**src/rtl/ttl_serial_parity_rx_if.sv**
```systemverilog
// ttl_serial_parity_rx_if
// Bundles the serial-link side of the parity receiver.
//   en    : bit strobe, sin is sampled only on a clk edge with en=1
//   sin   : serial line, idles high
//   q     : last received data word
//   valid : one-clk pulse when a frame completes
//   perr  : parity error of the last completed frame
//   ferr  : framing (stop bit) error of the last completed frame
//   busy  : high while a frame is in progress
// master = line driver / observer (testbench, serializer side)
// slave  = receiver
interface ttl_serial_parity_rx_if #(
  parameter int WIDTH = 8
);
  logic             en;
  logic             sin;
  logic [WIDTH-1:0] q;
  logic             valid;
  logic             perr;
  logic             ferr;
  logic             busy;

  modport master (
    output en, sin,
    input  q, valid, perr, ferr, busy
  );

  modport slave (
    input  en, sin,
    output q, valid, perr, ferr, busy
  );
endinterface

```
**src/rtl/ttl_serial_parity_rx.sv**
```systemverilog
// ttl_serial_parity_rx
// Receiver for the XOR-parity serial link: start bit (0), WIDTH data bits
// LSB first, one parity bit, one stop bit (1). Assembles the word, checks
// parity against ODD and flags a low stop bit as a framing error.
// Ports:
//   clk : single clock, all state changes on its rising edge
//   rst : synchronous active-high reset, priority over everything
//   bus : ttl_serial_parity_rx_if.slave (en, sin in; q, valid, perr,
//         ferr, busy out)
// Clock-to-output delays (tCO_*) belong to the board-level timing view;
// this model drives its outputs with zero delay.
module ttl_serial_parity_rx #(
  parameter int WIDTH   = 8,
  parameter int ODD     = 0,
  parameter int tCO_min = 0,
  parameter int tCO_typ = 0,
  parameter int tCO_max = 0
) (
  input  logic                        clk,
  input  logic                        rst,
  ttl_serial_parity_rx_if.slave       bus
);

  localparam int                CNT_W    = $clog2(WIDTH + 1);
  localparam logic [CNT_W-1:0]  CNT_LAST = CNT_W'(WIDTH - 1);
  localparam logic              ODD_BIT  = (ODD != 0);

  if (WIDTH < 1 || WIDTH > 16) begin : g_bad_width
    $error("ttl_serial_parity_rx: WIDTH must be in 1..16");
  end
  if (tCO_min > tCO_typ || tCO_typ > tCO_max) begin : g_bad_tco
    $error("ttl_serial_parity_rx: tCO must satisfy min <= typ <= max");
  end

  typedef enum logic [2:0] {
    S_IDLE,
    S_DATA,
    S_PARITY,
    S_STOP,
    S_WAITHI
  } state_t;

  state_t           state;
  state_t           state_nxt;
  logic [CNT_W-1:0] cnt;
  logic             acc;
  logic             pass;
  logic [WIDTH-1:0] shreg;
  logic [WIDTH-1:0] shreg_nxt;
  logic [WIDTH-1:0] q_p0;
  logic             vld_p0;
  logic             perr_p0;
  logic             ferr_p0;

  // Bits arrive LSB first: each new bit enters at the top and the word
  // slides down, so after WIDTH bits the first one sits in bit 0.
  always_comb begin
    shreg_nxt            = shreg >> 1;
    shreg_nxt[WIDTH-1]   = bus.sin;
  end

  always_ff @(posedge clk) begin
    if (rst) begin
      state <= S_IDLE;
    end else begin
      state <= state_nxt;
    end
  end

  always_comb begin
    state_nxt = state;
    if (bus.en) begin
      unique case (state)
        S_IDLE:   if (!bus.sin) state_nxt = S_DATA;
        S_DATA:   if (cnt == CNT_LAST) state_nxt = S_PARITY;
        S_PARITY: state_nxt = S_STOP;
        // A low stop bit parks in WAITHI so the still-low line is not
        // mistaken for the next start bit.
        S_STOP:   state_nxt = bus.sin ? S_IDLE : S_WAITHI;
        S_WAITHI: if (bus.sin) state_nxt = S_IDLE;
        default:  state_nxt = S_IDLE;
      endcase
    end
  end

  // Frame datapath and result registers; all hold while en=0 except the
  // valid pulse, which is cleared on every non-completing edge.
  always_ff @(posedge clk) begin
    if (rst) begin
      cnt     <= '0;
      acc     <= 1'b0;
      q_p0    <= '0;
      vld_p0  <= 1'b0;
      perr_p0 <= 1'b0;
      ferr_p0 <= 1'b0;
    end else begin
      vld_p0 <= 1'b0;
      if (bus.en) begin
        unique case (state)
          S_IDLE: begin
            if (!bus.sin) begin
              cnt <= '0;
              acc <= 1'b0;
            end
          end
          S_DATA: begin
            shreg <= shreg_nxt;
            acc   <= acc ^ bus.sin;
            cnt   <= cnt + 1'b1;
          end
          S_PARITY: begin
            pass <= ((acc ^ bus.sin) == ODD_BIT);
          end
          S_STOP: begin
            q_p0    <= shreg;
            vld_p0  <= 1'b1;
            perr_p0 <= !pass;
            ferr_p0 <= !bus.sin;
          end
          default: ;
        endcase
      end
    end
  end

  assign bus.q     = q_p0;
  assign bus.valid = vld_p0;
  assign bus.perr  = perr_p0;
  assign bus.ferr  = ferr_p0;
  assign bus.busy  = (state == S_DATA) || (state == S_PARITY) || (state == S_STOP);

endmodule
```
**src/flat_wrapper.sv**
```systemverilog
// flat-port wrapper written by rule: the top's interface ports become plain ports
module ttl_serial_parity_rx_flat 
#(
  parameter int WIDTH   = 8,
  parameter int ODD     = 0,
  parameter int tCO_min = 0,
  parameter int tCO_typ = 0,
  parameter int tCO_max = 0
)
  (clk, rst, bus_en, bus_sin, bus_q, bus_valid, bus_perr, bus_ferr, bus_busy);
  ttl_serial_parity_rx_if #(.WIDTH(WIDTH)) bus_i ();
  input  logic clk;
  input  logic rst;
  input wire logic [$bits(bus_i.en)-1:0] bus_en;
  input wire logic [$bits(bus_i.sin)-1:0] bus_sin;
  output wire logic [$bits(bus_i.q)-1:0] bus_q;
  output wire logic [$bits(bus_i.valid)-1:0] bus_valid;
  output wire logic [$bits(bus_i.perr)-1:0] bus_perr;
  output wire logic [$bits(bus_i.ferr)-1:0] bus_ferr;
  output wire logic [$bits(bus_i.busy)-1:0] bus_busy;
  assign bus_i.en = bus_en;
  assign bus_i.sin = bus_sin;
  assign bus_q = bus_i.q;
  assign bus_valid = bus_i.valid;
  assign bus_perr = bus_i.perr;
  assign bus_ferr = bus_i.ferr;
  assign bus_busy = bus_i.busy;
  ttl_serial_parity_rx #(.WIDTH(WIDTH), .ODD(ODD), .tCO_min(tCO_min), .tCO_typ(tCO_typ), .tCO_max(tCO_max)) u_core (.clk(clk), .rst(rst), .bus(bus_i));
endmodule
```
**config.mk**
```make
export PLATFORM = sky130hd
export DESIGN_NAME = ttl_serial_parity_rx_flat
export DESIGN_NICKNAME = d
export VERILOG_FILES = /design/src/rtl/ttl_serial_parity_rx_if.sv /design/src/rtl/ttl_serial_parity_rx.sv /design/src/flat_wrapper.sv
export SDC_FILE = /design/constraint.sdc
export NUM_CORES = 1
export LEC_CHECK = 0
export BUFFER_PORTS_ARGS = -buffer_cell sky130_fd_sc_hd__buf_4
export CORE_ASPECT_RATIO = 1.2
export CORE_MARGIN = 8
export CORE_UTILIZATION = 45
export CTS_BUF_LIST = sky130_fd_sc_hd__clkbuf_8 sky130_fd_sc_hd__clkbuf_16
export DETAILED_ROUTE_END_ITERATION = 6
export HOLD_SLACK_MARGIN = 0.02
export PLACE_DENSITY = 0.73
export SETUP_SLACK_MARGIN = 0.1
export SYNTH_ARGS = -nofsm -noshare
export SYNTH_HDL_FRONTEND = slang
export SYNTH_SLANG_ARGS = --single-unit
export TNS_END_PERCENT = 100
```
**constraint.sdc**
```tcl
create_clock -name clk -period 3.95 [get_ports clk]
set_input_delay 0.79 -clock clk [delete_from_list [all_inputs] [get_ports clk]]
set_output_delay 0.79 -clock clk [all_outputs]
set_load 0.01 [all_outputs]
```
Word level (Yosys, flattened, before mapping). Index checks and enable logic that the tools add are counted.

Bits in registers: 28. Input port bits: 4. Output and inout port bits: 12.

$add $sub $neg: 1. Equality and inequality tests: 8. Muxes and demuxes: 10. Bitwise operators: 4. Reductions and logical operators: 12.

Operator list (number): $pmux 3 s5 (1); $mux 3 (4); $reduce_and 3->1 (3); $pmux 4 s2 (1); $eq 3x2->1 const B (2); $add 4x1->4 const B (1); $eq 4x3->1 const B (1); $mux 4 (1); $ne 2x2->1 const B (2); $reduce_and 4->1 (1); $eq 3x1->1 const B (1); $eq 3x3->1 const B (1); $logic_not 3->1 (1); $not 1->1 (3); $logic_not 1->1 (2); $logic_or 1x1->1 (2); $mux 1 (2); $ne 2x1->1 const B (1); $pmux 1 s2 (1); $reduce_and 2->1 (1); $reduce_bool 2->1 (1); $reduce_or 2->1 (1); $xor 1x1->1 (1).

Logic depth before layout (Yosys ltp). Gate-level depths: netlist of run 1.

Depth in word-level cells: 3. Gate-level depth with buffers: 5. Depth with buffers taken out: 4.

Worst setup path before layout of run 1. Ideal clock, no wire load.

Path type: in2reg. Start point: input port bus_sin. End point: register u_core.state[0]. Library setup time: 121 ps. Arrival time: 1735 ps. Data required time: 3829 ps. Setup slack: 2094 ps. Stages: 3. Path buffers: 0. Cells stage by stage: or4b_1 o311ai_2 mux2_4.

Longest elaborated chain between the ends: 2. Elaborated cells on any way between the ends: 3. Those cells by class: 2 x eq/ne; 1 x reduce/logical.

Ends and longest elaborated chain: start, declared (line flat_wrapper.sv:15) `input wire logic [$bits(bus_i.sin)-1:0] bus_sin;`; $ne 2x2->1 (no line); $reduce_and 4->1 (no line) (*); end signal, assigned (line ttl_serial_parity_rx.sv:66) `state <= state_nxt;`; end, declared (line ttl_serial_parity_rx.sv:43) `state_t state;`.

Mark *: on every way between the ends. The rest lies on a longest branch, timed or not. A chain may end at the register's enable or synchronous reset.

Worst setup path after layout of run 1.
Start point: register u_core.state[1]. End point: output port bus_busy.

Longest elaborated chain between the ends: 3. Elaborated cells on any way between the ends: 5. Those cells by class: 3 x eq/ne; 2 x reduce/logical.

Ends and longest elaborated chain: $eq 3x1->1 or $eq 3x2->1 (tied branches) (line ttl_serial_parity_rx.sv:130) `assign bus.busy = (state == S_DATA) || (state == S_PARITY) || (state == S_STOP);`; $logic_or 1x1->1 (line ttl_serial_parity_rx.sv:130); $logic_or 1x1->1 (*) (line ttl_serial_parity_rx.sv:130); end, declared (line flat_wrapper.sv:20) `output wire logic [$bits(bus_i.busy)-1:0] bus_busy;`.

Marks and branches as above.

==> results_dict.tcl, run 1 <==
set metrics [dict create \
    worst_pin_slew_ps 453 \
    fillCellCount 215 \
    min_period_over_period_pct 48.9 \
    cts_setup_buffers 0 \
    hpwl_um 1470 \
    fin_util_pct 53.4 \
    drtIter0Drc 17 \
    overflow 0 \
    post_drt_wl_per_cell_um 12.9 \
    antenna_found_initial 0 \
    ff2ff_path_depth 4 \
    grt_max_degree 21 \
    cts-root-buf "clkbuf_8" \
    grt_pass1_wl_um 3340 \
    port_buffers 15 \
    internal_power_uw 403 \
    met3_usage_pct 1.61 \
    antenna_cells 0 \
    regToRegStartpoint "u_core.cnt[0]" \
    critical_path.endpoint "bus_busy" \
    syn2layout_area_growth_pct 15.6 \
    synthDistinctLibCells 37 \
    path_class "flop to output pin" \
    grt_use_total_pct 9.71 \
    crit_start "u_core.state[1]" \
    hold_buffers 0 \
    holdCritPathClass "flop to flop" \
    cts.sinks 28 \
    switching_share_pct 20.4 \
    drive_above_1_share_pct 21.7 \
    fin_skew_ps 3.00 \
    first_pass_iters 4 \
    setup_viol 0 \
    clockPowerShare_pct 33.0 \
    ios 16 \
    critPathArrivalTime_ps 1140 \
    gp_congestion 0.749 \
    vdd_ir_drop_max_uv 222 \
    top_usage_layer "met2" \
    via_per_inst 5.44 \
    nets 126 \
    synth_fp_nets 112 \
    drc 0 \
    reg2reg_to "u_core.state[0]" \
    die_h_um 71.3 \
    power_density_nw_per_um2 383 \
    outcome "complete, no violations" \
    crit_path_max_fanout 13 \
    place_area_um2 1270 \
    coreArea_um2 2480 \
    synth_edf_count 9 \
    slew_violations 0 \
    grt_setup_unrepaired "false" \
    syn-cell-area_um2 1140 \
    ys_seq_area_share_pct 56.8 \
    cp_data_required_time_ps 3160 \
    async_flop_share_pct 0 \
    wl_um 1980 \
    vias 832 \
    tns_ps 0 \
    yosys_warnings 0 \
    die_w_um 62.0 \
    pwr-share-seq_pct 60.5 \
    maxCapViolCount 0 \
    rows 20 \
    insertion_delay_ps 260 \
    cts_buffer_depth 2 \
    leakage_nw 0.464 \
    post-route-cell-area_um2 1320 \
    hold_violations 0 \
    critical_path.startpoint_type "flop" \
    cts_tree "yes" \
    ys_seq_elements 28 \
    rrSetupSlack_ps 2290 \
    cts_buffers 3 \
    syn_area_per_cell_um2 10.7 \
    synth_top_flop_cell "dfxtp_1" \
    clkTransAtPathRegs_ps 90 \
    period_minus_slack_ps 1930 \
    start_util_pct 46.2 \
    p_comb_share_pct 6.5 \
    grt_use_met1_pct 10.9 \
    power.switching_uw 104 \
    postSynthCellCount 107 \
    htree_levels 1 \
    timing.slew.headroom_pct 69.6 \
    ant_nets 0 \
    grt_util_met2_pct 17.2 \
    fmax_ghz 0.518 \
    cts.repair.resized 0 \
    die_area_um2 4420 \
    grt_pass1_vias 782 \
    end_kind "output pin" \
]
==> Yosys cell counts, types with 2 or more instances <==
library cell  count  area share, %
dfxtp_1          19             33
nand2_1          19            6.2
a21oi_1          10            4.4
edfxtp_1          9             24
nor2_1            6            2.0
nand3_1           4            1.7
buf_2             3            1.3
a211oi_1          2            1.3
a311oi_1          2            1.5
nand2b_1          2            1.1
nor2b_1           2            1.1
o21ai_1           2           0.87
o311ai_2          2            2.8
or4b_1            2            1.7
==> cells in the final DEF, fill, tap and decap left out, types with 4 or more instances in the layout <==
master,count
a21oi_1,10
buf_4,15
clkbuf_8,4
dfxtp_1,19
edfxtp_1,9
nand2_1,19
nand3_1,4
nor2_1,6
==> through the flow <==
stage	hold WS [ps]	power (mW)	setup slack, ps	instances
5_1_grt	464	0.527	1930	153
3_3_place_gp	418	0.345	1940	149
3_5_place_dp	423	0.347	1900	149
6_report	433	0.507	2020	153
2_1_floorplan	406	0.336	2090	107
4_1_cts	436	0.513	2010	153
==> worst max-delay path: stages (launching register included) <==
cell	delay [ps]
dfxtp_1	580
nor2_1	70
nor2_1	100
buf_4	130
==> worst min path at each step <==
stage / start / slack, ps / endpoint / depth (start not counted)
2_1_floorplan: u_core.pass / 410 / u_core.bus.perr / 1
3_3_place_gp: u_core.pass / 420 / u_core.bus.perr / 1
3_5_place_dp: u_core.pass / 420 / u_core.bus.perr / 1
4_1_cts: u_core.pass / 440 / u_core.bus.perr / 1
5_1_grt: u_core.pass / 460 / u_core.bus.perr / 1
6_report: u_core.pass / 430 / u_core.bus.perr / 1
==> kinds of logic (layout without fill, tap and decap cells) <==
family	after synthesis	after routing	synth area share, %
buffers and inverters	8	21	3.28
XOR/XNOR	1	1	0.765
flip-flops	28	28	56.8
AO/OA/AOI/OAI	23	23	15.1
adder cells (fa/ha/maj)	1	1	1.09
AND/OR/NAND/NOR	44	44	20.8
multiplexers	2	2	2.19
==> flip-flops by register name, indices dropped and copies added (netlist names), 3 cells and up <==
| signal | cells |
|---|---|
| u_core.cnt | 4 |
| u_core.bus.q | 8 |
| u_core.shreg | 8 |
| u_core.state | 3 |
==> power groups by stage <==
stage	combinational (mW)	sequential [mW]	clock [mW]
2_1_floorplan	0.0263	0.310	0
3_3_place_gp	0.0321	0.313	0
3_5_place_dp	0.0332	0.313	0
4_1_cts	0.0332	0.307	0.173
5_1_grt	0.0360	0.308	0.183
6_report	0.0330	0.307	0.167
==> per-layer routing <==
metal	vias to the layer above	part of all wire [%]
met5	-	0
met4	0	0.86
met3	2	5.1
met2	17	51
met1	394	43
li1	419	-
==> final cells by class <==
class	count	area (um^2)	share of cell area (%)
clock buffers	4	55.1	4.16
inverters	2	7.51	0.567
repair buffers	15	113	8.51
multi-input cells	71	457	34.5
flip-flops and latches	28	651	49.1
well taps	33	41.3	3.12
Power figures use the tool's default switching activity.
==> run 2, diff against run 1 <==
--- a/config.mk
+++ b/config.mk
@@ -12,7 +12,7 @@
 export CTS_BUF_LIST = sky130_fd_sc_hd__clkbuf_8 sky130_fd_sc_hd__clkbuf_16
 export DETAILED_ROUTE_END_ITERATION = 6
 export HOLD_SLACK_MARGIN = 0.02
-export PLACE_DENSITY = 0.73
+export PLACE_DENSITY = 0.76
 export SETUP_SLACK_MARGIN = 0.1
 export SYNTH_ARGS = -nofsm -noshare
 export SYNTH_HDL_FRONTEND = slang
==> constraint.sdc (replaced) <==
create_clock -name clk -period 1.7 [get_ports clk]
set_input_delay 0.34 -clock clk [delete_from_list [all_inputs] [get_ports clk]]
set_output_delay 0.34 -clock clk [all_outputs]
set_load 0.01 [all_outputs]
==> results_dict.tcl, run 2 (synthesized netlist as in run 1, its figures left out) <==
set metrics [dict create \
    final_cells 157 \
    hpwl_um 1670 \
    crit_slowest_cell "or4b_1" \
    fillCellCount 219 \
    insertion_delay_ps 270 \
    reg2reg_to "u_core.state[0]" \
    grt_pass1_vias 826 \
    die_area_um2 4420 \
    cts-root-buf "clkbuf_8" \
    setup_viol 0 \
    layout.cells.most_common_list "nand2_1 (19), buf_4 (19), dfxtp_1 (16)" \
    syn2layout_area_growth_pct 19.5 \
    slew_violations 0 \
    start_util_pct 46.2 \
    holdPathStages 1 \
    first_pass_iters 5 \
    cp_data_required_time_ps 1870 \
    cts.sinks 28 \
    dp_cells 153 \
    timing.slew.headroom_pct 71.5 \
    worst_pin_slew_ps 416 \
    path_cells "or4b_1 > o311ai_4 > mux2_4" \
    port_buffers 15 \
    drc 0 \
    period_minus_slack_ps 1570 \
    cpLargestDelayFamily "simple AND/OR/NAND/NOR gates" \
    critPathArrivalTime_ps 1740 \
    power_density_nw_per_um2 886 \
    min_period_over_period_pct 92.2 \
    fmax_ghz 0.638 \
    p_total_mw 1.21 \
    grt_pass1_wl_um 3810 \
    crit_path_max_fanout 12 \
    grt_use_total_pct 11.4 \
    antenna_found_initial 0 \
    end_kind "flop" \
    crit_path_max_incr_delay_ps 600 \
    wl_um 2220 \
    rows 20 \
    fin_skew_ps 2.57 \
    ant_nets 0 \
    regToRegStartpoint "u_core.state[0]" \
    drive_above_1_share_pct 26.6 \
    drtIter0Drc 19 \
    maxCapViolCount 0 \
    coreArea_um2 2480 \
    ios 16 \
    outcome "complete, no violations" \
    clkTransAtPathRegs_ps 90 \
    ff2ff_path_depth 3 \
    vias 842 \
    overflow 0 \
    rrSetupSlack_ps 130 \
    path_class "flop to flop" \
    cts_buffer_depth 2 \
    grt_max_degree 16 \
    vdd_ir_drop_max_uv 485 \
    cts_tree "yes" \
    critical_path.startpoint_type "flop" \
    htree_levels 1 \
    holdPathEnd "u_core.shreg[7]" \
    die_w_um 62.0 \
    crit_buf_inv 0 \
    hold_buffers 0 \
    leakage_nw 0.487 \
    holdCritPathClass "primary input to flop" \
    gp_congestion 0.793 \
    min-delay-start "bus_sin" \
    tns_ps 0 \
    grt_setup_unrepaired "false" \
    hold_violations 0 \
    antenna_cells 0 \
    nets 130 \
    cts_buffers 3 \
    die_h_um 71.3 \
    post_drt_wl_per_cell_um 14.1 \
    via_per_inst 5.36 \
]
==> run 2: cell count changes in the layout (fill, tap and decap cells not counted), sizes merged <==
cell	change
buf	+4
==> run 2: worst max path at each step <==
stage                    startpoint              end  slack, ps  cells past startpoint
finish              u_core.state[0]  u_core.state[0]        130                      3
detailed placement    u_core.cnt[0]  u_core.state[0]         90                      4
CTS                 u_core.state[1]         bus_busy        120                      4
floorplan             u_core.cnt[0]  u_core.state[0]        190                      4
global placement      u_core.cnt[0]  u_core.state[0]        150                      4
global route        u_core.state[0]  u_core.state[0]        110                      3
==> run 2: repair_timing <==
item / CTS / global route
endpoints found under the hold margin: 0 / 0
resized for setup: 3 / 1
setup buffers: 0 / 0
setup endpoints to repair: 1 / 3
==> run 2: worst reg2reg max path, cell delays in order, from the launching register on <==
cell,delay (ps)
dfxtp_2,390
or4b_1,600
o311ai_4,150
mux2_4,330
==> run 2: final cells by class <==
| class | instances | area [um^2] | share of cell area [%] |
|---|---|---|---|
| clock buffers | 4 | 55.1 | 4.03 |
| inverters | 2 | 7.51 | 0.549 |
| multi-input cells | 71 | 467 | 34.1 |
| flip-flops and latches | 28 | 654 | 47.9 |
| well taps | 33 | 41.3 | 3.02 |
| repair buffers | 19 | 143 | 10.4 |
==> run 2: routing by layer <==
metal	vias up	track usage, %	routed length (um)
met1	394	13.2	945
met2	19	18.0	1080
met4	0	6.85	55
met5	-	0	0
met3	5	2.69	139
li1	424	-	-
==> run 2: power breakdown <==
part,internal [mW],switching [mW]
combinational,0.0391,0.0498
clock,0.207,0.202
sequential,0.699,0.0139
total,0.945,0.266
==> run 2: metrics by stage <==
step / setup slack [ps] / utilization, % / hold WS, ps / instance area (um^2)
after floorplan: 193 / - / 406 / 1140
after global placement: 147 / 52.4 / 410 / 1300
after detailed placement: 94.1 / 52.4 / 425 / 1300
after CTS: 115 / 55.2 / 295 / 1370
after global routing: 107 / 55.2 / 297 / 1370
final: 132 / 55.2 / 302 / 1370
